===== config.mk =====
export PLATFORM = sky130hd
export DESIGN_NAME = uart_alu_top
export DESIGN_NICKNAME = d
export VERILOG_FILES = /design/src/rtl/uart_alu_top.sv
export SDC_FILE = /design/constraint.sdc
export NUM_CORES = 2
export LEC_CHECK = 0
export ABC_CLOCK_PERIOD_IN_PS = 12920
export CORE_UTILIZATION = 60
export DETAILED_ROUTE_END_ITERATION = 6
export PLACE_DENSITY = 0.76
export REMOVE_ABC_BUFFERS = 1
export SYNTH_ARGS = -nofsm -noshare
export SYNTH_HDL_FRONTEND = slang
export SYNTH_SLANG_ARGS = --single-unit

===== constraint.sdc =====
create_clock -name clk -period 12.92 [get_ports clk]
set_input_delay 3.23 -clock clk [delete_from_list [all_inputs] [get_ports clk]]
set_output_delay 3.23 -clock clk [all_outputs]
set_load 0.01 [all_outputs]

===== src/rtl/uart_alu_top.sv =====
// UART ALU: 8N1 byte receiver, packet FSM (echo/add/mul), TX byte FIFO and 8N1 transmitter.
// Bit period is 8*PRESCALE clocks; results are sent LSB first.
module uart_alu_top #(
  parameter int PRESCALE   = 1,
  parameter int FIFO_DEPTH = 4
) (
  input  logic clk,
  input  logic rst,
  input  logic rx_i,
  output logic tx_o
);

  localparam logic [15:0] BIT_LAST  = 16'(8 * PRESCALE - 1);
  localparam logic [15:0] HALF_LAST = 16'(4 * PRESCALE - 1);
  localparam int PW = (FIFO_DEPTH > 1) ? $clog2(FIFO_DEPTH) : 1;
  localparam int CW = $clog2(FIFO_DEPTH + 1);

  localparam logic [7:0] OP_ECHO = 8'hEC;
  localparam logic [7:0] OP_ADD  = 8'hA0;
  localparam logic [7:0] OP_MUL  = 8'h88;

  typedef enum logic [2:0] {HDR0, HDR1, LEN_LO, LEN_HI, PAYLOAD, RESULT} state_t;

  logic        rx_meta_q, rx_sync_q, rx_prev_q;
  logic        rx_busy_q, rx_busy_d;
  logic [15:0] rx_cnt_q, rx_cnt_d;
  logic [3:0]  rx_idx_q, rx_idx_d;
  logic [7:0]  rx_shift_q, rx_shift_d;
  logic        rx_valid_q, rx_valid_d;
  logic        rx_ferr_q, rx_ferr_d;

  logic [7:0]  fifo_mem_q [FIFO_DEPTH];
  logic [7:0]  fifo_mem_d [FIFO_DEPTH];
  logic [PW-1:0] wr_ptr_q, wr_ptr_d, rd_ptr_q, rd_ptr_d;
  logic [CW-1:0] fifo_cnt_q, fifo_cnt_d;
  logic        fifo_full, fifo_empty, push, push_ok, pop;
  logic [7:0]  push_data;

  state_t      state_q, state_d;
  logic [7:0]  opcode_q, opcode_d;
  logic [15:0] len_q, len_d;
  logic [15:0] byte_cnt_q, byte_cnt_d;
  logic [31:0] acc_q, acc_d;
  logic [23:0] word_q, word_d;
  logic [1:0]  word_idx_q, word_idx_d;
  logic        have_op_q, have_op_d;
  logic [1:0]  res_idx_q, res_idx_d;
  logic        is_arith;
  logic [31:0] full_word;
  logic [15:0] len_full;

  logic        tx_busy_q, tx_busy_d;
  logic [9:0]  tx_shift_q, tx_shift_d;
  logic [15:0] tx_cnt_q, tx_cnt_d;
  logic [3:0]  tx_idx_q, tx_idx_d;

  // Receiver: half a bit after the start edge lands mid start bit, then whole bits.
  always_comb begin
    rx_busy_d  = rx_busy_q;
    rx_cnt_d   = rx_cnt_q;
    rx_idx_d   = rx_idx_q;
    rx_shift_d = rx_shift_q;
    rx_valid_d = 1'b0;
    rx_ferr_d  = 1'b0;
    if (!rx_busy_q) begin
      if (rx_prev_q && !rx_sync_q) begin
        rx_busy_d = 1'b1;
        rx_cnt_d  = HALF_LAST;
        rx_idx_d  = 4'd0;
      end
    end else if (rx_cnt_q != 16'd0) begin
      rx_cnt_d = rx_cnt_q - 16'd1;
    end else begin
      rx_cnt_d = BIT_LAST;
      rx_idx_d = rx_idx_q + 4'd1;
      if (rx_idx_q == 4'd0) begin
        if (rx_sync_q) rx_busy_d = 1'b0;
      end else if (rx_idx_q == 4'd9) begin
        rx_busy_d  = 1'b0;
        rx_valid_d = rx_sync_q;
        rx_ferr_d  = !rx_sync_q;
      end else begin
        rx_shift_d = {rx_sync_q, rx_shift_q[7:1]};
      end
    end
  end

  assign fifo_full  = (fifo_cnt_q == CW'(FIFO_DEPTH));
  assign fifo_empty = (fifo_cnt_q == '0);
  assign is_arith   = (opcode_q == OP_ADD) || (opcode_q == OP_MUL);
  assign full_word  = {rx_shift_q, word_q};
  assign len_full   = {rx_shift_q, len_q[7:0]};

  // Packet FSM; a frame error anywhere abandons the current packet.
  always_comb begin
    state_d    = state_q;
    opcode_d   = opcode_q;
    len_d      = len_q;
    byte_cnt_d = byte_cnt_q;
    acc_d      = acc_q;
    word_d     = word_q;
    word_idx_d = word_idx_q;
    have_op_d  = have_op_q;
    res_idx_d  = res_idx_q;
    push       = 1'b0;
    push_data  = 8'h00;
    if (rx_ferr_q) begin
      state_d    = HDR0;
      byte_cnt_d = 16'd0;
    end else begin
      case (state_q)
        HDR0: if (rx_valid_q) begin
          opcode_d   = rx_shift_q;
          byte_cnt_d = 16'd1;
          state_d    = HDR1;
        end
        HDR1: if (rx_valid_q) begin
          byte_cnt_d = 16'd2;
          state_d    = LEN_LO;
        end
        LEN_LO: if (rx_valid_q) begin
          len_d[7:0] = rx_shift_q;
          byte_cnt_d = 16'd3;
          state_d    = LEN_HI;
        end
        LEN_HI: if (rx_valid_q) begin
          len_d       = len_full;
          byte_cnt_d  = 16'd4;
          acc_d       = 32'd0;
          have_op_d   = 1'b0;
          word_idx_d  = 2'd0;
          res_idx_d   = 2'd0;
          if (len_full > 16'd4) state_d = PAYLOAD;
          else if (is_arith)    state_d = RESULT;
          else                  state_d = HDR0;
        end
        PAYLOAD: if (rx_valid_q) begin
          byte_cnt_d = byte_cnt_q + 16'd1;
          if (opcode_q == OP_ECHO && !fifo_full) begin
            push      = 1'b1;
            push_data = rx_shift_q;
          end
          if (is_arith) begin
            word_idx_d = word_idx_q + 2'd1;
            word_d     = {rx_shift_q, word_q[23:8]};
            if (word_idx_q == 2'd3) begin
              have_op_d = 1'b1;
              if (!have_op_q)              acc_d = full_word;
              else if (opcode_q == OP_ADD) acc_d = acc_q + full_word;
              else                         acc_d = acc_q * full_word;
            end
          end
          if (byte_cnt_q + 16'd1 == len_q) state_d = is_arith ? RESULT : HDR0;
        end
        RESULT: if (!fifo_full) begin
          push      = 1'b1;
          push_data = acc_q[8*res_idx_q +: 8];
          res_idx_d = res_idx_q + 2'd1;
          if (res_idx_q == 2'd3) state_d = HDR0;
        end
        default: state_d = HDR0;
      endcase
    end
  end

  assign push_ok = push && !fifo_full;

  always_comb begin
    fifo_mem_d = fifo_mem_q;
    wr_ptr_d   = wr_ptr_q;
    rd_ptr_d   = rd_ptr_q;
    if (push_ok) begin
      fifo_mem_d[wr_ptr_q] = push_data;
      wr_ptr_d = (wr_ptr_q == PW'(FIFO_DEPTH - 1)) ? '0 : wr_ptr_q + 1'b1;
    end
    if (pop) rd_ptr_d = (rd_ptr_q == PW'(FIFO_DEPTH - 1)) ? '0 : rd_ptr_q + 1'b1;
    fifo_cnt_d = fifo_cnt_q + CW'(push_ok) - CW'(pop);
  end

  // Transmitter: tx_o is the LSB of the frame shifter, so the idle all-ones value drives the line high.
  always_comb begin
    tx_busy_d  = tx_busy_q;
    tx_shift_d = tx_shift_q;
    tx_cnt_d   = tx_cnt_q;
    tx_idx_d   = tx_idx_q;
    pop        = 1'b0;
    if (tx_busy_q && tx_cnt_q != 16'd0) begin
      tx_cnt_d = tx_cnt_q - 16'd1;
    end else if (tx_busy_q && tx_idx_q != 4'd9) begin
      tx_cnt_d   = BIT_LAST;
      tx_idx_d   = tx_idx_q + 4'd1;
      tx_shift_d = {1'b1, tx_shift_q[9:1]};
    end else if (!fifo_empty) begin
      pop        = 1'b1;
      tx_busy_d  = 1'b1;
      tx_shift_d = {1'b1, fifo_mem_q[rd_ptr_q], 1'b0};
      tx_cnt_d   = BIT_LAST;
      tx_idx_d   = 4'd0;
    end else begin
      tx_busy_d  = 1'b0;
      tx_shift_d = '1;
    end
  end

  assign tx_o = tx_shift_q[0];

  always_ff @(posedge clk or posedge rst) begin
    if (rst) begin
      rx_meta_q  <= 1'b1;
      rx_sync_q  <= 1'b1;
      rx_prev_q  <= 1'b1;
      rx_busy_q  <= 1'b0;
      rx_cnt_q   <= 16'd0;
      rx_idx_q   <= 4'd0;
      rx_shift_q <= 8'h00;
      rx_valid_q <= 1'b0;
      rx_ferr_q  <= 1'b0;
      fifo_mem_q <= '{default: '0};
      wr_ptr_q   <= '0;
      rd_ptr_q   <= '0;
      fifo_cnt_q <= '0;
      state_q    <= HDR0;
      opcode_q   <= 8'h00;
      len_q      <= 16'd0;
      byte_cnt_q <= 16'd0;
      acc_q      <= 32'd0;
      word_q     <= 24'd0;
      word_idx_q <= 2'd0;
      have_op_q  <= 1'b0;
      res_idx_q  <= 2'd0;
      tx_busy_q  <= 1'b0;
      tx_shift_q <= '1;
      tx_cnt_q   <= 16'd0;
      tx_idx_q   <= 4'd0;
    end else begin
      rx_meta_q  <= rx_i;
      rx_sync_q  <= rx_meta_q;
      rx_prev_q  <= rx_sync_q;
      rx_busy_q  <= rx_busy_d;
      rx_cnt_q   <= rx_cnt_d;
      rx_idx_q   <= rx_idx_d;
      rx_shift_q <= rx_shift_d;
      rx_valid_q <= rx_valid_d;
      rx_ferr_q  <= rx_ferr_d;
      fifo_mem_q <= fifo_mem_d;
      wr_ptr_q   <= wr_ptr_d;
      rd_ptr_q   <= rd_ptr_d;
      fifo_cnt_q <= fifo_cnt_d;
      state_q    <= state_d;
      opcode_q   <= opcode_d;
      len_q      <= len_d;
      byte_cnt_q <= byte_cnt_d;
      acc_q      <= acc_d;
      word_q     <= word_d;
      word_idx_q <= word_idx_d;
      have_op_q  <= have_op_d;
      res_idx_q  <= res_idx_d;
      tx_busy_q  <= tx_busy_d;
      tx_shift_q <= tx_shift_d;
      tx_cnt_q   <= tx_cnt_d;
      tx_idx_q   <= tx_idx_d;
    end
  end

endmodule


=== After elaboration in Yosys (flattened, before gate mapping) ===
Cells that the tools add are included.
W data, S select, Z words.

* Bits in registers: 208
* Output and inout port bits: 1
* Word-level logic and storage cells: 207

* Add/sub/neg operators: 12
* Multiply operators: 1
* Order comparisons: 4
* Equality and inequality tests: 32
* Shift-type cells: 1
* Multiplexer cells: 87
* Bitwise gates (word level): 9
* Reduce and logical (&&, ||, !) cells: 31

{| class="wikitable"
|+ Operators with widths
! kind !! number
|-
| $mux W16 || 12
|-
| $mux W32 || 6
|-
| $pmux W16 S5 || 1
|-
| $mux W8 || 8
|-
| $pmux W32 S2 || 1
|-
| $mux W3 || 11
|-
| $add A32 B32 Y32 || 1
|-
| $bwmux W32 || 1
|-
| $mul A32 B32 Y32 || 1
|-
| $pmux W8 S2 || 2
|-
| $reduce_bool A16 Y1 || 2
|-
| $shiftx A32 B6 Y8 || 1
|-
| $sub A16 B1 Y16 const B || 2
|-
| $mux W1 || 25
|-
| $eq A8 B8 Y1 const B || 3
|-
| $ne A3 B3 Y1 const B || 8
|-
| $mux W4 || 5
|-
| $mux W9 || 2
|-
| $pmux W3 S6 || 1
|-
| $add A16 B1 Y16 const B || 1
|-
| $bmux W8 S2 || 1
|-
| $demux W8 S2 || 1
|-
| $eq A16 B16 Y1 || 1
|-
| $gt A16 B3 Y1 const B || 1
|-
| 33 further kinds || 79
|}

=== Longest topological paths before layout ===
* Depth after elaboration: 10
* Depth in mapped cells: 28

=== Worst setup path after synthesis ===
OpenSTA, ideal clock, no wires.

* Kind: flip-flop to flip-flop
* From: reg word_q[4]
* To: reg acc_q[31]
* Setup time: 136 ps
* Data arrival time: 6,955 ps
* Data required time: 12,784 ps
* Path slack: 5,829 ps
* Stages on the path, launching flop included: 27
* Path buffers: 2
* Path through: dfrtp_1 clkbuf_1 clkbuf_1 and2_1 fa_1 inv_1 fa_1 fa_1 fa_1 inv_1 fa_1 inv_1 fa_1 inv_1 fa_1 fa_1 ha_1 a21oi_1 o21ai_0 a31oi_1 a21boi_1 a221o_1 a31oi_1 o21ai_0 xnor2_1 o2111ai_1 nand4_1

* Cells in the longest elaborated chain, start to end: 7

{| class="wikitable"
|+ Ends and longest elaborated chain
! element !! line !! text
|-
| start, declared || 44 || <nowiki>logic [23:0] word_q, word_d;</nowiki>
|-
| start signal, assigned || 254 || <nowiki>word_q <= word_d;</nowiki>
|-
| $mul A32 B32 Y32 / $add A32 B32 Y32 (equally long branches) || 150, 149 ||
|-
| $mux W32 * || 149 || <nowiki>else if (opcode_q == OP_ADD) acc_d = acc_q + full_word;</nowiki>
|-
| $mux W32 * || 148 || <nowiki>if (!have_op_q) acc_d = full_word;</nowiki>
|-
| $mux W32 * || 146 || <nowiki>if (word_idx_q == 2'd3) begin</nowiki>
|-
| $mux W32 * || 143 || <nowiki>if (is_arith) begin</nowiki>
|-
| $mux W32 * || 137 || <nowiki>PAYLOAD: if (rx_valid_q) begin</nowiki>
|-
| $pmux W32 S2 * || 111 || <nowiki>case (state_q)</nowiki>
|-
| end signal, assigned || 226 || <nowiki>acc_q <= 32'd0;</nowiki>
|-
| end signal, assigned || 253 || <nowiki>acc_q <= acc_d;</nowiki>
|-
| end, declared || 43 || <nowiki>logic [31:0] acc_q, acc_d;</nowiki>
|}

Mark *: on every way between the ends. The rest lies on a longest branch, timed or not. The select of a mux whose other input is x is not followed.
A chain may end at the register's enable or synchronous reset.

=== Worst setup path after layout ===
* From: reg word_q[2]
* To: reg acc_q[31]

The elaborated chain is that of the path after synthesis.

==> impl_table.tex <==
\begin{tabular}{lr}
\hline
Metric & Value \\
\hline
\multicolumn{2}{l}{\textbf{Outcome}} \\
\quad Outcome & finished clean \\
\multicolumn{2}{l}{\textbf{Setup path}} \\
\quad Most prevalent standard cell on the critical path & fa\_1 \\
\quad CP max stage cell & dfrtp\_1 \\
\quad Crit end category & register \\
\quad Data arrival time of the critical path & 8420 ps \\
\quad Kind of critical path & register to register \\
\quad Worst path max stage delay & 1050 ps \\
\quad CP cell instances & and2\_1 -> fa\_1 -> inv\_1 -> fa\_1 -> fa\_1 -> fa\_1 -> inv\_1 -> fa\_1 -> inv\_1 -> fa\_1 -> inv\_1 -> fa\_1 -> fa\_1 -> ha\_1 -> a21oi\_1 -> o21ai\_0 -> a31oi\_1 -> a21boi\_1 -> a221o\_1 -> a31oi\_1 -> o21ai\_0 -> xnor2\_1 -> o211ai\_1 -> nand4\_1 \\
\quad Critical Path RT & 13340 ps \\
\quad Critical Path Fanout Max & 32 \\
\quad Critical Path Source Type & register \\
\multicolumn{2}{l}{\textbf{Logic synthesis}} \\
\quad Post-synthesis cell count & 2911 \\
\quad Most instantiated library cell after synthesis & inv\_1 \\
\quad Mux cell area share after synthesis & 0.0516 \\
\quad Number of flops mapped to enable cells by yosys & 0 \\
\quad Library cell with the largest summed area after synthesis & fa\_1 \\
\quad Number of warnings reported in the yosys synthesis log & 0 \\
\quad Post-Synth Adder-Cell Area & 0.378 \\
\quad Leading post-synthesis cells by cell area & fa\_1, dfrtp\_1, ha\_1 \\
\quad Most numerous cell types in the synthesized netlist & inv\_1, fa\_1, nand2\_1 \\
\quad Synth cell types & 77 \\
\quad Fraction of post-synthesis cell area in the top cell type by area & 0.299 \\
\quad Prevailing post-synth register cell & dfrtp\_1 \\
\quad Post-synthesis register bit count & 207 \\
\quad Area fraction in compound gates after synthesis & 0.0911 \\
\quad Fraction of synthesized cell area in xor and xnor cells & 0.0467 \\
\quad Share of synthesized area occupied by flip-flops and latches & 0.190 \\
\quad Combinational family with the most area after synthesis & adder cells \\
\quad Area fraction in and, or, nand and nor cells after synthesis & 0.164 \\
\quad Post-synth ARST share & 1.00 \\
\quad Post-synth design cell area & 0.0274 mm2 \\
\quad Post-Syn Area per Cell & 9.42 um2 \\
\multicolumn{2}{l}{\textbf{Power}} \\
\quad Leakage power & 14.0 nW \\
\quad Max rail drop VDD & 101 uV \\
\quad Total chip power & 0.00152 W \\
\quad PwrDens & 52.9 mW/mm2 \\
\multicolumn{2}{l}{\textbf{Timing}} \\
\quad Setup TNS Final & 0 ps \\
\quad Final clock skew & 29.9 ps \\
\quad Hold Vio Cnt, Final & 0 \\
\quad Slew of the pin with the lowest slew margin & 1120 ps \\
\quad Share of the clock period used by the worst path after layout & 0.619 \\
\quad Final worst-path setup slack & 4920 ps \\
\quad Tightest slew margin relative to the limit & 0.255 \\
\quad Post-layout min period & 8000 ps \\
\quad Maximum operating frequency & 125 MHz \\
\quad Final-report setup violation count & 0 \\
\quad Setup repair after global routing missed its margin & no \\
\quad Max-slew violations & 0 \\
\multicolumn{2}{l}{\textbf{Clocking}} \\
\quad Number of resized instances in the post-cts repair step & 0 \\
\quad \# clock sinks & 207 \\
\quad Clock transition at the register clock pins on the worst setup and hold paths after CTS & 60 ps \\
\quad \# hold bufs at CTS & 0 \\
\quad Buffer cell driving the clock tree root & clkbuf\_16 \\
\quad Clock insertion delay at the later pin of the skew report & 550 ps \\
\quad Number of buffers on the longest clock path & 3 \\
\quad Post-CTS setup buffer count & 0 \\
\quad H-tree level count & 1 \\
\quad CTS Buf Count & 24 \\
\quad Clock tree from TritonCTS & built \\
\multicolumn{2}{l}{\textbf{Floorplanning}} \\
\quad Effective utilization at floorplan & 0.614 \\
\quad Die Wd & 216 um \\
\quad Die extent in y & 216 um \\
\quad Num ports & 4 \\
\quad Total core area & 0.0446 mm2 \\
\quad Full die area & 0.0465 mm2 \\
\quad Number of rows created at floorplan & 77 \\
\multicolumn{2}{l}{\textbf{Global routing}} \\
\quad All-Layer GR Usage & 0.330 \\
\quad Initial antenna violation count & 3 \\
\quad Pin count of the biggest net entering global routing & 127 \\
\quad Total congestion overflow after global routing & 0 \\
\quad Number of global-route vias before repair & 21700 \\
\quad Wire length of the first global-routing pass & 120 mm \\
\multicolumn{2}{l}{\textbf{Final layout}} \\
\quad Non-filler cells, final & 3437 \\
\quad Area growth syn-to-layout & 4.83\% \\
\quad Net count of the finished layout & 3411 \\
\quad Fill cell total of the finished layout & 3572 \\
\quad Layout cell share with drive strength beyond 1 & 0.0756 \\
\quad Utilization of the core after routing & 0.644 \\
\multicolumn{2}{l}{\textbf{Route}} \\
\quad Total Wirelength & 73.8 mm \\
\quad Number of nets with antenna violations after detailed routing & 0 \\
\quad Detailed-router iteration count before antenna repair & 7 \\
\quad Total via count in the routed design & 20800 \\
\quad Post-detailed-route DRC marker count & 0 \\
\quad DR WL/cell & 21.5 um \\
\quad Via density per instance & 6.04 \\
\quad Iteration-0 DRC Markers & 2060 \\
\multicolumn{2}{l}{\textbf{Job}} \\
\quad Number of maximum-capacitance violations & 0 \\
\multicolumn{2}{l}{\textbf{Placement}} \\
\quad Input/output buffers & 3 \\
\quad Routability congestion estimate from global placement & 0.967 \\
\quad Total placed cells including tap cells & 3392 \\
\quad DP Wirelength & 55.6 mm \\
\quad Post-Place Setup Slack & 5050 ps \\
\multicolumn{2}{l}{\textbf{Min path}} \\
\quad Worst hold path class & register to register \\
\hline
\end{tabular}
[metal layers]
layer / vias up / part of all wire / global-route usage
met5: - / 0.00022 / 0
met4: 2 / 0.030 / 0.0877
met3: 167 / 0.11 / 0.0724
met2: 1051 / 0.44 / 0.502
met1: 10400 / 0.42 / 0.480
li1: 9092 / - / -
[worst max-delay path, delay by kind of cell (launching register included)]
family,cells,cell delay [ps]
XOR/XNOR,1,190
adder cells (fa/ha/maj),9,4240
buffers and inverters,4,250
AO/OA/AOI/OAI,8,1780
flip-flops,1,1050
AND/OR/NAND/NOR,2,380
[per-stage QoR]
step                hold WS, ps  area [um2]
floorplan                   345       26800
global placement            353       27900
detailed placement          353       27900
CTS                         363       28700
global route                365       28700
finish                      361       28700
[power breakdown]
| part | internal [W] | switching, W | total, W |
|---|---|---|---|
| Clock | 0.000434 | 0.000288 | 0.000721 |
| Combinational | 0.0000352 | 0.0000589 | 0.0000941 |
| Sequential | 0.000675 | 0.0000298 | 0.000705 |
[layout by cell type (no fill, tap or decap), types with 11 or more instances in the layout]
| cell type | instances |
|---|---|
| a21o_1 | 25 |
| a21oi_1 | 82 |
| a22oi_1 | 12 |
| and2_1 | 307 |
| and3_1 | 17 |
| buf_4 | 39 |
| clkbuf_16 | 24 |
| dfrtp_1 | 195 |
| dfstp_2 | 12 |
| fa_1 | 410 |
| ha_1 | 172 |
| inv_1 | 418 |
| mux2_2 | 90 |
| mux4_2 | 16 |
| nand2_1 | 336 |
| nand2b_1 | 11 |
| nand3_1 | 33 |
| nand4_1 | 14 |
| nor2_1 | 102 |
| nor3_1 | 19 |
| nor4_1 | 12 |
| o211ai_1 | 16 |
| o21a_1 | 11 |
| o21ai_0 | 141 |
| o22ai_1 | 13 |
| o31ai_1 | 15 |
| xnor2_1 | 103 |
| xor2_1 | 43 |
[registers in the layout (all words and copies together), names as in the netlist, 2 cells and up]
name / cells
acc_q: 32
byte_cnt_q: 16
fifo_cnt_q: 3
fifo_mem_q: 32
len_q: 16
opcode_q: 8
rd_ptr_q: 2
res_idx_q: 2
rx_cnt_q: 16
rx_idx_q: 4
rx_shift_q: 8
state_q: 3
tx_cnt_q: 16
tx_idx_q: 4
tx_shift_q: 9
word_idx_q: 2
word_q: 24
wr_ptr_q: 2
[layout make-up]
type                       count  area, um2  area share
antenna                        1       2.50   0.0000871
sequential                   207       5190       0.181
clock buffer                  37        699      0.0243
tap                          592        741      0.0258
multi-input combinational   2131      20100       0.698
timing repair buffer          42        323      0.0112
clock inverter                 7        128     0.00444
inverter                     420       1580      0.0551
[path summary, 6_finish.rpt]
| check | cells after the start | from | end | slack, ps |
|---|---|---|---|---|
| max in group asynchronous | 3 | rst | fifo_mem_q[15] | 8090 |
| min in group asynchronous | 2 | rst | rx_cnt_q[3] | 3260 |
| worst max register to register | 24 | word_q[2] | acc_q[31] | 4920 |
| worst max-delay path | 24 | word_q[2] | acc_q[31] | 4920 |
| worst min register to register | 0 | rx_meta_q | rx_sync_q | 360 |
| worst min-delay path | 0 | rx_meta_q | rx_sync_q | 360 |
[kinds of logic (layout without fill, tap and decap cells)]
logic type	Yosys count	in the layout
and+or+nand+nor	894	894
adders and majority gates	582	582
buffers and inverters	573	506
AOI/OAI and AO/OA	399	399
DFF	207	207
xor gates and xnor gates	146	146
muxes	110	110
other	0	1
No activity file was read; power rests on OpenSTA's default activity.
